[src/rtl/oped_wci_pkg.sv]
// Shared types and constants for the OPED WCI-to-AXI4-Lite master.
package oped_wci_pkg;

  localparam logic [1:0] WCI_OK      = 2'd0;
  localparam logic [1:0] WCI_SLVERR  = 2'd1;
  localparam logic [1:0] WCI_DECERR  = 2'd2;
  localparam logic [1:0] WCI_TIMEOUT = 2'd3;

  localparam logic [2:0] AXI_PROT_DEFAULT = 3'b000;

  typedef enum logic [2:0] {
    ST_IDLE,
    ST_WADDR,
    ST_WRESP,
    ST_RADDR,
    ST_RRESP,
    ST_RESP
  } wci_state_e;

  // AXI OKAY/EXOKAY are success; SLVERR and DECERR map onto the WCI codes of the same name.
  function automatic logic [1:0] axi_resp_to_code(input logic [1:0] resp);
    case (resp)
      2'b10:   axi_resp_to_code = WCI_SLVERR;
      2'b11:   axi_resp_to_code = WCI_DECERR;
      default: axi_resp_to_code = WCI_OK;
    endcase
  endfunction

endpackage

[src/rtl/oped_wci_timer.sv]
// Loadable down-counter; expired_c flags the last enabled cycle of a countdown.
module oped_wci_timer #(
  parameter int unsigned CNT_W = 12
) (
  input  logic             clk,
  input  logic             rst,
  input  logic             load,
  input  logic [CNT_W-1:0] load_val,
  input  logic             en,
  output logic             expired_c
);

  logic [CNT_W-1:0] cnt_q;

  always_ff @(posedge clk) begin
    if (rst) begin
      cnt_q <= '0;
    end else if (load) begin
      cnt_q <= load_val;
    end else if (en && (cnt_q != '0)) begin
      cnt_q <= cnt_q - CNT_W'(1);
    end
  end

  assign expired_c = en && (cnt_q == '0);

endmodule

[src/rtl/oped_wci_axil_master.sv]
// WCI control-plane requests to AXI4-Lite, one transaction at a time, over NUM_WORKERS address windows.
// Optional handshake timeout with per-worker fault isolation: define OPED_WCI_TIMEOUT_EN.
module oped_wci_axil_master
  import oped_wci_pkg::*;
#(
  parameter int unsigned       ADDR_W      = 32,
  parameter int unsigned       DATA_W      = 32,
  parameter int unsigned       NUM_WORKERS = 16,
  parameter int unsigned       WIN_LOG2    = 20,
  parameter logic [ADDR_W-1:0] BASE_ADDR   = '0,
  parameter int unsigned       TIMEOUT_CYC = 4096,
  localparam int unsigned      WK_W        = (NUM_WORKERS > 1) ? $clog2(NUM_WORKERS) : 1,
  localparam int unsigned      STRB_W      = DATA_W / 8
) (
  input  logic                   oped_clk125,
  input  logic                   oped_reset,
  input  logic                   req_valid,
  output logic                   req_ready,
  input  logic                   req_write,
  input  logic [WK_W-1:0]        req_worker,
  input  logic [WIN_LOG2-1:0]    req_offset,
  input  logic [DATA_W-1:0]      req_wdata,
  input  logic [STRB_W-1:0]      req_wstrb,
  output logic                   rsp_valid,
  input  logic                   rsp_ready,
  output logic [DATA_W-1:0]      rsp_data,
  output logic [1:0]             rsp_code,
  input  logic [NUM_WORKERS-1:0] fault_clr,
  output logic [NUM_WORKERS-1:0] fault,
  output logic                   busy,
  output logic                   m_awvalid,
  input  logic                   m_awready,
  output logic [ADDR_W-1:0]      m_awaddr,
  output logic [2:0]             m_awprot,
  output logic                   m_wvalid,
  input  logic                   m_wready,
  output logic [DATA_W-1:0]      m_wdata,
  output logic [STRB_W-1:0]      m_wstrb,
  input  logic                   m_bvalid,
  output logic                   m_bready,
  input  logic [1:0]             m_bresp,
  output logic                   m_arvalid,
  input  logic                   m_arready,
  output logic [ADDR_W-1:0]      m_araddr,
  output logic [2:0]             m_arprot,
  input  logic                   m_rvalid,
  output logic                   m_rready,
  input  logic [DATA_W-1:0]      m_rdata,
  input  logic [1:0]             m_rresp
);

  wci_state_e          state_q, state_d;
  logic                req_ready_q, req_ready_d;
  logic                rsp_valid_q, rsp_valid_d;
  logic [DATA_W-1:0]   rsp_data_q, rsp_data_d;
  logic [1:0]          rsp_code_q, rsp_code_d;
  logic                busy_q, busy_d;
  logic                awvalid_q, awvalid_d;
  logic                wvalid_q, wvalid_d;
  logic                bready_q, bready_d;
  logic                arvalid_q, arvalid_d;
  logic                rready_q, rready_d;
  logic [ADDR_W-1:0]   addr_q, addr_d;
  logic [DATA_W-1:0]   wdata_q, wdata_d;
  logic [STRB_W-1:0]   wstrb_q, wstrb_d;
  logic [WK_W-1:0]     wk_q, wk_d;
  logic                tmr_load_c;
  logic                tmr_expired_c;
  logic                faulted_c;
  logic                abort_c;

`ifdef OPED_WCI_TIMEOUT_EN
  localparam int unsigned TMR_W = $clog2(TIMEOUT_CYC + 1);

  logic [NUM_WORKERS-1:0] fault_q;
  logic                   tmr_en_c;

  assign tmr_en_c = (state_q == ST_WADDR) || (state_q == ST_WRESP) ||
                    (state_q == ST_RADDR) || (state_q == ST_RRESP);

  // Loaded with TIMEOUT_CYC-1 so expiry lands on the TIMEOUT_CYC-th waiting cycle.
  oped_wci_timer #(
    .CNT_W(TMR_W)
  ) u_timer (
    .clk      (oped_clk125),
    .rst      (oped_reset),
    .load     (tmr_load_c),
    .load_val (TMR_W'(TIMEOUT_CYC - 1)),
    .en       (tmr_en_c),
    .expired_c(tmr_expired_c)
  );

  assign faulted_c = fault_q[req_worker];

  // A timeout on the same cycle as a clear keeps the worker isolated.
  always_ff @(posedge oped_clk125) begin
    if (oped_reset) begin
      fault_q <= '0;
    end else begin
      fault_q <= (fault_q & ~fault_clr) |
                 (abort_c ? (NUM_WORKERS'(1) << wk_q) : '0);
    end
  end

  assign fault = fault_q;
`else
  logic unused_cfg;

  assign tmr_expired_c = 1'b0;
  assign faulted_c     = 1'b0;
  assign fault         = '0;
  assign unused_cfg    = ^{fault_clr, tmr_load_c, abort_c, wk_q, 32'(TIMEOUT_CYC)};
`endif

  // Next-state and next-output decode; every output is a flop loaded from its _d value.
  always_comb begin
    state_d     = state_q;
    req_ready_d = req_ready_q;
    rsp_valid_d = rsp_valid_q;
    rsp_data_d  = rsp_data_q;
    rsp_code_d  = rsp_code_q;
    awvalid_d   = awvalid_q;
    wvalid_d    = wvalid_q;
    bready_d    = bready_q;
    arvalid_d   = arvalid_q;
    rready_d    = rready_q;
    addr_d      = addr_q;
    wdata_d     = wdata_q;
    wstrb_d     = wstrb_q;
    wk_d        = wk_q;
    tmr_load_c  = 1'b0;
    abort_c     = 1'b0;

    case (state_q)
      ST_IDLE: begin
        req_ready_d = 1'b1;
        if (req_valid && req_ready_q) begin
          req_ready_d = 1'b0;
          addr_d      = ADDR_W'(64'(BASE_ADDR) + (64'(req_worker) << WIN_LOG2) + 64'(req_offset));
          wdata_d     = req_wdata;
          wstrb_d     = req_wstrb;
          wk_d        = req_worker;
          if (32'(req_worker) >= NUM_WORKERS) begin
            state_d     = ST_RESP;
            rsp_valid_d = 1'b1;
            rsp_code_d  = WCI_DECERR;
            rsp_data_d  = '0;
          end else if (faulted_c) begin
            state_d     = ST_RESP;
            rsp_valid_d = 1'b1;
            rsp_code_d  = WCI_TIMEOUT;
            rsp_data_d  = '0;
          end else if (req_write) begin
            state_d    = ST_WADDR;
            awvalid_d  = 1'b1;
            wvalid_d   = 1'b1;
            tmr_load_c = 1'b1;
          end else begin
            state_d    = ST_RADDR;
            arvalid_d  = 1'b1;
            tmr_load_c = 1'b1;
          end
        end
      end
      ST_WADDR: begin
        awvalid_d = awvalid_q && !m_awready;
        wvalid_d  = wvalid_q && !m_wready;
        if (!awvalid_d && !wvalid_d) begin
          state_d    = ST_WRESP;
          bready_d   = 1'b1;
          tmr_load_c = 1'b1;
        end else if (tmr_expired_c) begin
          abort_c = 1'b1;
        end
      end
      ST_WRESP: begin
        if (m_bvalid) begin
          state_d     = ST_RESP;
          bready_d    = 1'b0;
          rsp_valid_d = 1'b1;
          rsp_code_d  = axi_resp_to_code(m_bresp);
          rsp_data_d  = '0;
        end else if (tmr_expired_c) begin
          abort_c = 1'b1;
        end
      end
      ST_RADDR: begin
        if (m_arready) begin
          state_d    = ST_RRESP;
          arvalid_d  = 1'b0;
          rready_d   = 1'b1;
          tmr_load_c = 1'b1;
        end else if (tmr_expired_c) begin
          abort_c = 1'b1;
        end
      end
      ST_RRESP: begin
        if (m_rvalid) begin
          state_d     = ST_RESP;
          rready_d    = 1'b0;
          rsp_valid_d = 1'b1;
          rsp_code_d  = axi_resp_to_code(m_rresp);
          rsp_data_d  = (axi_resp_to_code(m_rresp) == WCI_OK) ? m_rdata : '0;
        end else if (tmr_expired_c) begin
          abort_c = 1'b1;
        end
      end
      ST_RESP: begin
        if (rsp_ready) begin
          state_d     = ST_IDLE;
          rsp_valid_d = 1'b0;
          req_ready_d = 1'b1;
        end
      end
      default: begin
        state_d = ST_IDLE;
      end
    endcase

    // Deliberate AXI abort: drop every handshake and report the timeout.
    if (abort_c) begin
      state_d     = ST_RESP;
      awvalid_d   = 1'b0;
      wvalid_d    = 1'b0;
      bready_d    = 1'b0;
      arvalid_d   = 1'b0;
      rready_d    = 1'b0;
      rsp_valid_d = 1'b1;
      rsp_code_d  = WCI_TIMEOUT;
      rsp_data_d  = '0;
    end

    busy_d = (state_d != ST_IDLE);
  end

  always_ff @(posedge oped_clk125) begin
    if (oped_reset) begin
      state_q     <= ST_IDLE;
      req_ready_q <= 1'b0;
      rsp_valid_q <= 1'b0;
      rsp_data_q  <= '0;
      rsp_code_q  <= '0;
      busy_q      <= 1'b0;
      awvalid_q   <= 1'b0;
      wvalid_q    <= 1'b0;
      bready_q    <= 1'b0;
      arvalid_q   <= 1'b0;
      rready_q    <= 1'b0;
      addr_q      <= '0;
      wdata_q     <= '0;
      wstrb_q     <= '0;
      wk_q        <= '0;
    end else begin
      state_q     <= state_d;
      req_ready_q <= req_ready_d;
      rsp_valid_q <= rsp_valid_d;
      rsp_data_q  <= rsp_data_d;
      rsp_code_q  <= rsp_code_d;
      busy_q      <= busy_d;
      awvalid_q   <= awvalid_d;
      wvalid_q    <= wvalid_d;
      bready_q    <= bready_d;
      arvalid_q   <= arvalid_d;
      rready_q    <= rready_d;
      addr_q      <= addr_d;
      wdata_q     <= wdata_d;
      wstrb_q     <= wstrb_d;
      wk_q        <= wk_d;
    end
  end

  assign req_ready = req_ready_q;
  assign rsp_valid = rsp_valid_q;
  assign rsp_data  = rsp_data_q;
  assign rsp_code  = rsp_code_q;
  assign busy      = busy_q;
  assign m_awvalid = awvalid_q;
  assign m_awaddr  = addr_q;
  assign m_awprot  = AXI_PROT_DEFAULT;
  assign m_wvalid  = wvalid_q;
  assign m_wdata   = wdata_q;
  assign m_wstrb   = wstrb_q;
  assign m_bready  = bready_q;
  assign m_arvalid = arvalid_q;
  assign m_araddr  = addr_q;
  assign m_arprot  = AXI_PROT_DEFAULT;
  assign m_rready  = rready_q;

endmodule

[config.mk]
export PLATFORM = sky130hd
export DESIGN_NAME = oped_wci_axil_master
export DESIGN_NICKNAME = d
export VERILOG_FILES = /design/src/rtl/oped_wci_pkg.sv /design/src/rtl/oped_wci_timer.sv /design/src/rtl/oped_wci_axil_master.sv
export SDC_FILE = /design/constraint.sdc
export NUM_CORES = 1
export LEC_CHECK = 0
export BUFFER_PORTS_ARGS = -buffer_cell sky130_fd_sc_hd__buf_2
export CAP_MARGIN = 10
export CORE_MARGIN = 8
export CORE_UTILIZATION = 40
export CTS_CLUSTER_DIAMETER = 50
export DETAILED_ROUTE_END_ITERATION = 10
export PLACE_DENSITY_LB_ADDON = 0.05
export SYNTH_ARGS = -nofsm -noshare
export SYNTH_HDL_FRONTEND = slang
export SYNTH_SLANG_ARGS = --single-unit
[constraint.sdc]
create_clock -name oped_clk125 -period 1.85 [get_ports oped_clk125]
set_input_delay 0.185 -clock oped_clk125 [delete_from_list [all_inputs] [get_ports oped_clk125]]
set_output_delay 0.185 -clock oped_clk125 [all_outputs]
set_load 0.02 [all_outputs]
; Word level (Yosys, flattened, before mapping)
; Cells that the tools add are included.
[word_totals]
romBits = 0
in_bits = 122
ram_bits = 0
ff_bits = 113
latch_bits = 0
memories = 0
[op_classes]
add_sub_neg = 1
n_reduce_logical = 26
div = 0
bitwise = 0
shifts = 0
eq_ne = 17
muxes = 39
order_cmp = 0
mul = 0
[op_table]
columns = operator, n
row1 = 32-bit 2-to-1 mux, 3
row2 = 32-bit case mux with 2 select lines, 1
row3 = 24-bit by 20-bit adder with 25-bit output, 1
row4 = 3-bit 2-to-1 mux, 6
row5 = 3-bit case mux with 6 select lines, 1
row6 = "2-bit != test, second input constant", 8
row7 = 1-bit 2-to-1 mux, 14
row8 = 1-bit case mux with 2 select lines, 6
row9 = 2-bit case mux with 2 select lines, 3
row10 = 3-bit AND reduction, 4
row11 = 2-bit nonzero test, 6
row12 = "2-bit == test, second input constant", 4
row13 = 2-bit 2-to-1 mux, 4
row14 = 4-bit AND reduction, 2
row15 = "3-bit by 2-bit == test with 1-bit output, second input constant", 2
row16 = "3-bit == test, second input constant", 2
row17 = 3-bit nonzero test, 2
row18 = 1-bit logical AND, 4
row19 = 1-bit zero test, 4
row20 = 2-bit AND reduction, 2
row21 = "3-bit by 1-bit == test with 1-bit output, second input constant", 1
row22 = 3-bit zero test, 1
row23 = 1-bit case mux with 3 select lines, 1
row24 = 2-bit zero test, 1

; Longest topological paths before layout
; Gate-level depths: netlist of the first run.
[depth]
depth_word = 8
ltp_mapped = 7
depth_no_buf = 4

; Worst setup path after synthesis of the first run
; Ideal clock, no wire load.
[synth_timing]
kind = reg-to-reg
from = reg state_q[1]
to = reg busy_q, in the netlist busy
required_time_ns = 1.767
path_stages_with_launch = 6
synth_period_minus_slack_ns = 1.467
t_arrival_ns = 1.384
setup_slack_ns = 0.383
path_cell_list = dfxtp_1 -> buf_6 -> nand3b_4 -> or4_4 -> a311o_1 -> o221ai_1
[synth_via]
elab_chain_len = 3
word_cells_on_any_way = 14
cone_classes = eq/ne: 5 / mux: 7 / reduce/logical: 2
[synth_rtl]
columns = item, line_no
row1 = start: declaration, oped_wci_axil_master.sv:52  ; wci_state_e state_q, state_d;
row2 = start signal: assignment, oped_wci_axil_master.sv:254  ; state_q <= state_d;
row3 = 3-bit == test (tied with other cells), oped_wci_axil_master.sv:134  ; case (state_q)
row4 = 3-bit case mux with 6 select lines *, oped_wci_axil_master.sv:134
row5 = 3-bit nonzero test *, oped_wci_axil_master.sv:233  ; busy_d = (state_d != ST_IDLE);
row6 = end signal: assignment, oped_wci_axil_master.sv:259  ; busy_q <= busy_d;
row7 = end: declaration, oped_wci_axil_master.sv:57  ; logic busy_q, busy_d;
; Every way passes the cells marked *; elsewhere a longest branch is shown, timed or not.
; A chain may end at the register's enable or synchronous reset.

; Worst setup path in the final report of the first run
[layout_timing]
from = reg state_q[2]
to = reg rsp_data_q[10], in the netlist rsp_data[10]
[layout_via]
elab_chain_len = 3
word_cells_on_any_way = 7
cone_classes = eq/ne: 4 / mux: 1 / reduce/logical: 2
[layout_rtl]
columns = item, line_no
row1 = 3-bit == test or 3-bit by 2-bit == test with 1-bit output (tied branches), oped_wci_axil_master.sv:134
row2 = 2-bit != test (no source line) or 2-bit nonzero test (tied branches), n/a
row3 = 3-bit AND reduction (no source line), n/a
row4 = end signal: assignment, oped_wci_axil_master.sv:257  ; rsp_data_q <= rsp_data_d;
row5 = end: declaration, oped_wci_axil_master.sv:55  ; logic [DATA_W-1:0] rsp_data_q, rsp_data_d;
; Several ways; a longest one is shown, not always the timed one.

==> results of run 1 <==
## stage by stage
stage | utilization, % | setup WS (ns) | hold WS [ns] | total power [mW]
6_report | 52.26 | 0.1721 | 0.04731 | 5.704
2_1_floorplan | - | 0.3830 | 0.3210 | 3.584
5_1_grt | 52.26 | 0.05239 | 0.02922 | 6.015
3_5_place_dp | 49.86 | 0.1943 | 0.4308 | 3.969
4_1_cts | 52.26 | 0.1555 | 0.02908 | 5.776
3_3_place_gp | 49.86 | 0.2438 | 0.4249 | 3.947
## cell usage in the layout (no fill, tap or decap), types with 4 or more instances in the layout
master / instances
buf_2: 230
nand2_1: 162
dfxtp_1: 105
a21oi_1: 100
conb_1: 38
nand3_1: 35
buf_4: 13
clkbuf_8: 9
nor2_1: 8
nor3_1: 5
inv_1: 4
nor2b_1: 4
bufinv_16: 4
buf_12: 4
## final cells by class
cell class | instances | area share (%)
timing repair buffer | 247 | 23.56
clock inverter | 5 | 2.263
multi-input combinational | 380 | 31.21
inverter | 4 | 0.2662
clock buffer | 11 | 2.329
sequential | 105 | 37.27
tap | 140 | 3.106
## routing by layer
| layer | up-vias | part of all wire [%] | GRT usage, % |
|---|---|---|---|
| met3 | 15 | 11 | 7.445 |
| met2 | 156 | 48 | 29.60 |
| met5 | - | 0.099 | 0 |
| met4 | 2 | 1.4 | 6.167 |
| met1 | 1854 | 39 | 18.57 |
| li1 | 2097 | - | - |
## path summary, 6_finish.rpt
kind / start / slack (ns) / endpoint
max: state_q[2] / 0.17 / rsp_data[10]
min: req_wdata[8] / 0.05 / m_wdata[8]
max reg2reg: state_q[2] / 0.17 / rsp_data[10]
min reg2reg: rsp_data[19] / 0.45 / rsp_data[19]
## kinds of logic after synthesis
| logic type | after synthesis | synth area share, % |
|---|---|---|
| buffers and inverters | 107 | 15.64 |
| and+or+nand+nor | 227 | 22.47 |
| muxes | 2 | 0.4540 |
| DFF | 105 | 47.67 |
| other | 1 | 0.08505 |
| AOI/OAI and AO/OA | 113 | 13.68 |
## state kept, by name, summed over array words and instances (netlist names)
signal and count:
m_wdata 32, rsp_data 32, state_q 3, m_wstrb 4, m_rready 1, m_wvalid 1, busy 1, m_araddr 24
rsp_code 2, m_arvalid 1, rsp_valid 1, req_ready 1, m_awvalid 1, m_bready 1
## where the power goes
group / total (mW) / switching, mW / internal, mW
registers: 2.54 / 0.109 / 2.43
logic: 1.36 / 0.885 / 0.472
clock network: 1.81 / 0.772 / 1.04
total: 5.70 / 1.77 / 3.94
## worst max-delay path, delay by kind of cell (launching register included)
kind                   cells  cell delay (ns)
buffers and inverters      1             0.20
AO/OA/AOI/OAI              1             0.16
AND/OR/NAND/NOR            3             0.68
flip-flops                 1             0.55
==> results.py, run 1 <==
metrics = {
    "clocking": {
        "htree_levels": 3,
        "cts_buffer_depth": 2,
        "cts_inserted_buffers": 9,
        "cts_tree": "yes",
        "worst_skew_pair.late_latency_ns": 0.37,
        "postCtsHoldBufs": 0,
        "ctsResizeCount": 0,
        "cts-root-buf": "clkbuf_8",
        "clk_pin_slew_ns": 0.10,
        "clock_sinks": 105,
        "postCtsSetupBuffers": 0,
    },
    "global_route": {
        "grt_max_degree": 61,
        "grtUsageTotal_pct": 17.27,
        "antenna_found_initial": 1,
        "gr-total-overflow": 0,
        "grt_pass1_wl_mm": 20.54,
        "grt_pass1_vias": 4036,
    },
    "timing": {
        "clock_skew_ns": 0.01245,
        "maxSlewViolCount": 0,
        "hold_viol": 0,
        "rsz0062_at_grt": "false",
        "worstMarginPinSlew_ns": 0.5886,
        "fin_tns_setup_ns": 0,
        "setup_viol": 0,
        "final.min_clock_period_ns": 1.678,
        "timing.final.crit_share_pct": 90.69,
        "slew_headroom_pct": 60.76,
        "fmax_ghz": 0.5960,
    },
    "place": {
        "hpwl_mm": 9.906,
        "place.gp.congestion": 0.7567,
        "postPlaceCellArea_sq_um": 5381,
        "io_buffers": 231,
        "dp_cells": 876,
    },
    "detailed_routing": {
        "via_count": 4124,
        "detail_route.iter0.violations": 162,
        "wl_mm": 13.12,
        "wl_per_cell_microns": 14.71,
        "avgViaCountPerCell": 4.623,
        "dr.pass1.iters": 4,
        "drc": 0,
        "ant_nets": 0,
    },
    "critical_path": {
        "cp_cell_sequence": "nor3b_4 -> nor2b_2 -> buf_12 -> nand3_1 -> a21oi_1",
        "critPathArrivalTime_ns": 1.97,
        "cp.required_ns": 2.14,
        "slowest_delay_ns": 0.55,
        "reg2reg_depth": 5,
        "slowest_stage": "dfxtp_1",
        "end_kind": "register",
        "path_max_fanout": 32,
        "critPathLaunchType": "register",
        "path_class": "register to register",
    },
    "yosys": {
        "async_reset_ff_share_pct": 0,
        "synth_area_sq_um": 4409,
        "synthDistinctLibCells": 32,
        "synth_seq_area_share_pct": 47.67,
        "synthTopCellsByArea": "dfxtp_1, nand2_1, buf_4",
        "ys_top_cells_by_count": "nand2_1, dfxtp_1, a21oi_1, buf_4, nand3_1",
        "ys.flop_type": "dfxtp_1",
        "yosys_warnings": 0,
        "synth_top_cell_by_area": "dfxtp_1",
        "ys_seq_elements": 105,
        "synth_most_common_cell": "nand2_1",
        "synthCells": 555,
        "synth_edf_count": 0,
        "syn_area_per_cell_sq_um": 7.945,
        "synth_top_area_share_pct": 47.67,
    },
    "worst_hold_path": {
        "min_path_type": "input port to register",
        "hold_path_depth": 3,
    },
    "pwr": {
        "irDropWorstVdd_mv": 0.4626,
        "p_leak_nw": 2.671,
        "p_per_area_nw_per_um2": 1011,
    },
    "final_layout": {
        "area_delta_synth_final_pct": 27.92,
        "fill_cells": 1116,
        "antenna_cells": 0,
        "ff_latch_area_sq_um": 2102,
        "stdcell_area_sq_um": 5640,
        "stdcell_count": 892,
        "multi_input_comb_area_sq_um": 1760,
        "final_nets": 869,
        "layout-drive-gt1-share_pct": 35.64,
    },
    "floorplan": {
        "die_x_microns": 121.0,
        "dieArea_sq_um": 14640,
        "start_util_pct": 40.85,
        "rows": 38,
        "die_h_microns": 121.0,
        "io_pins": 286,
        "core-area_sq_um": 10790,
    },
    "run": {
        "drv_cap": 0,
    },
    "run_status": {
        "status": "completed",
    },
}
Power figures use the tool's default switching activity.
==> run 2: changes to the inputs <==
--- a/config.mk
+++ b/config.mk
@@ -11,7 +11,7 @@
 export CORE_UTILIZATION = 40
 export CTS_CLUSTER_DIAMETER = 50
 export DETAILED_ROUTE_END_ITERATION = 10
-export PLACE_DENSITY_LB_ADDON = 0.05
+export PLACE_DENSITY = 0.79
 export SYNTH_ARGS = -nofsm -noshare
 export SYNTH_HDL_FRONTEND = slang
 export SYNTH_SLANG_ARGS = --single-unit
==> run 2 against run 1 <==
Clock power shrank 20%. Fmax grew 1.3%. Hold slack gained 0.0021 ns. Non-clock buffer count grew 4. Die area is the same.
==> results.py, run 2 (synthesis gave the netlist of run 1 again) <==
metrics = {
    "run_status": {
        "status": "completed",
    },
    "timing": {
        "maxSlewViolCount": 0,
        "fin_tns_setup_ns": 0,
        "clock_skew_ns": 0.01639,
        "final.min_clock_period_ns": 1.656,
        "setup_viol": 0,
        "fmax_ghz": 0.6039,
        "timing.final.crit_share_pct": 89.51,
        "rsz0062_at_grt": "false",
        "hold_viol": 0,
    },
    "place": {
        "io_buffers": 231,
        "hpwl_mm": 9.960,
        "place.gp.congestion": 0.7739,
    },
    "critical_path": {
        "end_kind": "register",
        "path_class": "register to register",
        "critPathLaunchType": "register",
        "critPathArrivalTime_ns": 1.94,
        "cp.required_ns": 2.13,
        "path_max_fanout": 14,
    },
    "pwr": {
        "swShare_pct": 33.73,
        "clkPwrFrac_pct": 27.0,
        "p_seq_share_pct": 47.4,
        "p_per_area_nw_per_um2": 953.5,
        "cellInternalPower_mw": 3.547,
        "irDropWorstVdd_mv": 0.5185,
        "p_leak_nw": 2.671,
        "p_switching_mw": 1.805,
        "power_frac_comb_pct": 25.6,
    },
    "floorplan": {
        "dieArea_sq_um": 14640,
        "die_x_microns": 121.0,
        "core-area_sq_um": 10790,
        "io_pins": 286,
        "start_util_pct": 40.85,
        "rows": 38,
        "die_h_microns": 121.0,
    },
    "global_route": {
        "grt_pass1_vias": 3858,
        "grtUsageMet2_pct": 27.84,
        "grtUsageTotal_pct": 16.02,
        "grt_pass1_wl_mm": 19.10,
        "grt-busiest-layer": "met2",
        "grtUsageMet1_pct": 16.48,
        "antenna_found_initial": 1,
        "gr-total-overflow": 0,
        "use_met3_pct": 8.050,
        "grt_max_degree": 43,
    },
    "clocking": {
        "worst_skew_pair.late_latency_ns": 0.36,
        "postCtsHoldBufs": 0,
        "cts-root-buf": "clkbuf_8",
        "cts_inserted_buffers": 9,
        "clock_sinks": 105,
        "cts_buffer_depth": 2,
        "ctsResizeCount": 0,
        "htree_levels": 3,
        "postCtsSetupBuffers": 0,
        "cts_tree": "yes",
        "clk_pin_slew_ns": 0.11,
    },
    "detailed_routing": {
        "dr.pass1.iters": 4,
        "drc": 0,
        "wl_mm": 12.77,
        "avgViaCountPerCell": 4.616,
        "via_count": 4136,
        "wl_per_cell_microns": 14.25,
        "detail_route.iter0.violations": 169,
        "ant_nets": 0,
    },
    "final_layout": {
        "fill_cells": 1075,
        "ff_latch_area_sq_um": 2102,
        "area_delta_synth_final_pct": 27.30,
        "final_common_cell": "buf_2",
        "fin_util_pct": 52.01,
        "final_cell_mix": "buf_2, nand2_1, dfxtp_1",
        "final_nets": 873,
        "layout-drive-gt1-share_pct": 36.24,
        "antenna_cells": 0,
        "multi_input_comb_area_sq_um": 1760,
    },
    "worst_hold_path": {
        "min_path_type": "input port to register",
    },
    "run": {
        "drv_cap": 0,
    },
}
run 2: power groups by stage:
stage	clock network, mW	logic, mW	registers [mW]
global route	1.58	1.49	2.57
CTS	1.51	1.38	2.54
detailed placement	0	1.38	2.60
finish	1.44	1.37	2.54
floorplan	0	0.816	2.77
global placement	0	1.37	2.59
run 2: cell type report:
| type | count | area share [%] |
|---|---|---|
| Clock buffer | 9 | 2.207 |
| Tap cell | 140 | 3.121 |
| Sequential cell | 105 | 37.45 |
| Multi-Input combinational cell | 380 | 31.36 |
| Inverter | 4 | 0.2675 |
| Timing Repair Buffer | 251 | 24.21 |
| Clock inverter | 7 | 1.382 |
run 2: critical path, cell delays in order (launching register included):
cell     delay [ns]
dfxtp_1        0.42
buf_4          0.22
nor3b_4        0.21
nor2b_2        0.25
buf_4          0.23
nand3_1        0.09
a21oi_1        0.16
run 2: routing by layer:
| metal | wire length [microns] | vias to the layer above |
|---|---|---|
| li1 | - | 2102 |
| met2 | 6062 | 175 |
| met4 | 234 | 2 |
| met3 | 1476 | 22 |
| met5 | 13 | - |
| met1 | 4977 | 1835 |
run 2: per-stage QoR:
| step | total power, mW | cell area (sq um) | worst slack, ns | cells | hold WS, ns |
|---|---|---|---|---|---|
| 3_5_place_dp | 3.977 | 5411 | 0.2079 | 880 | 0.4316 |
| 5_1_grt | 5.636 | 5613 | 0.09283 | 896 | 0.02239 |
| 4_1_cts | 5.432 | 5613 | 0.1970 | 896 | 0.02580 |
| 3_3_place_gp | 3.961 | 5411 | 0.2390 | 880 | 0.4244 |
| 2_1_floorplan | 3.584 | 4548 | 0.3830 | 592 | 0.3210 |
| 6_report | 5.352 | 5613 | 0.1940 | 896 | 0.04937 |
run 2: path summary, 6_finish.rpt:
kind,start,endpoint,slack (ns),cells after the start
setup / recovery,state_q[0],rsp_data[3],0.19,6
hold / removal,req_wdata[25],m_wdata[25],0.05,3
setup reg to reg,state_q[0],rsp_data[3],0.19,6
hold reg to reg,rsp_data[7],rsp_data[7],0.45,2
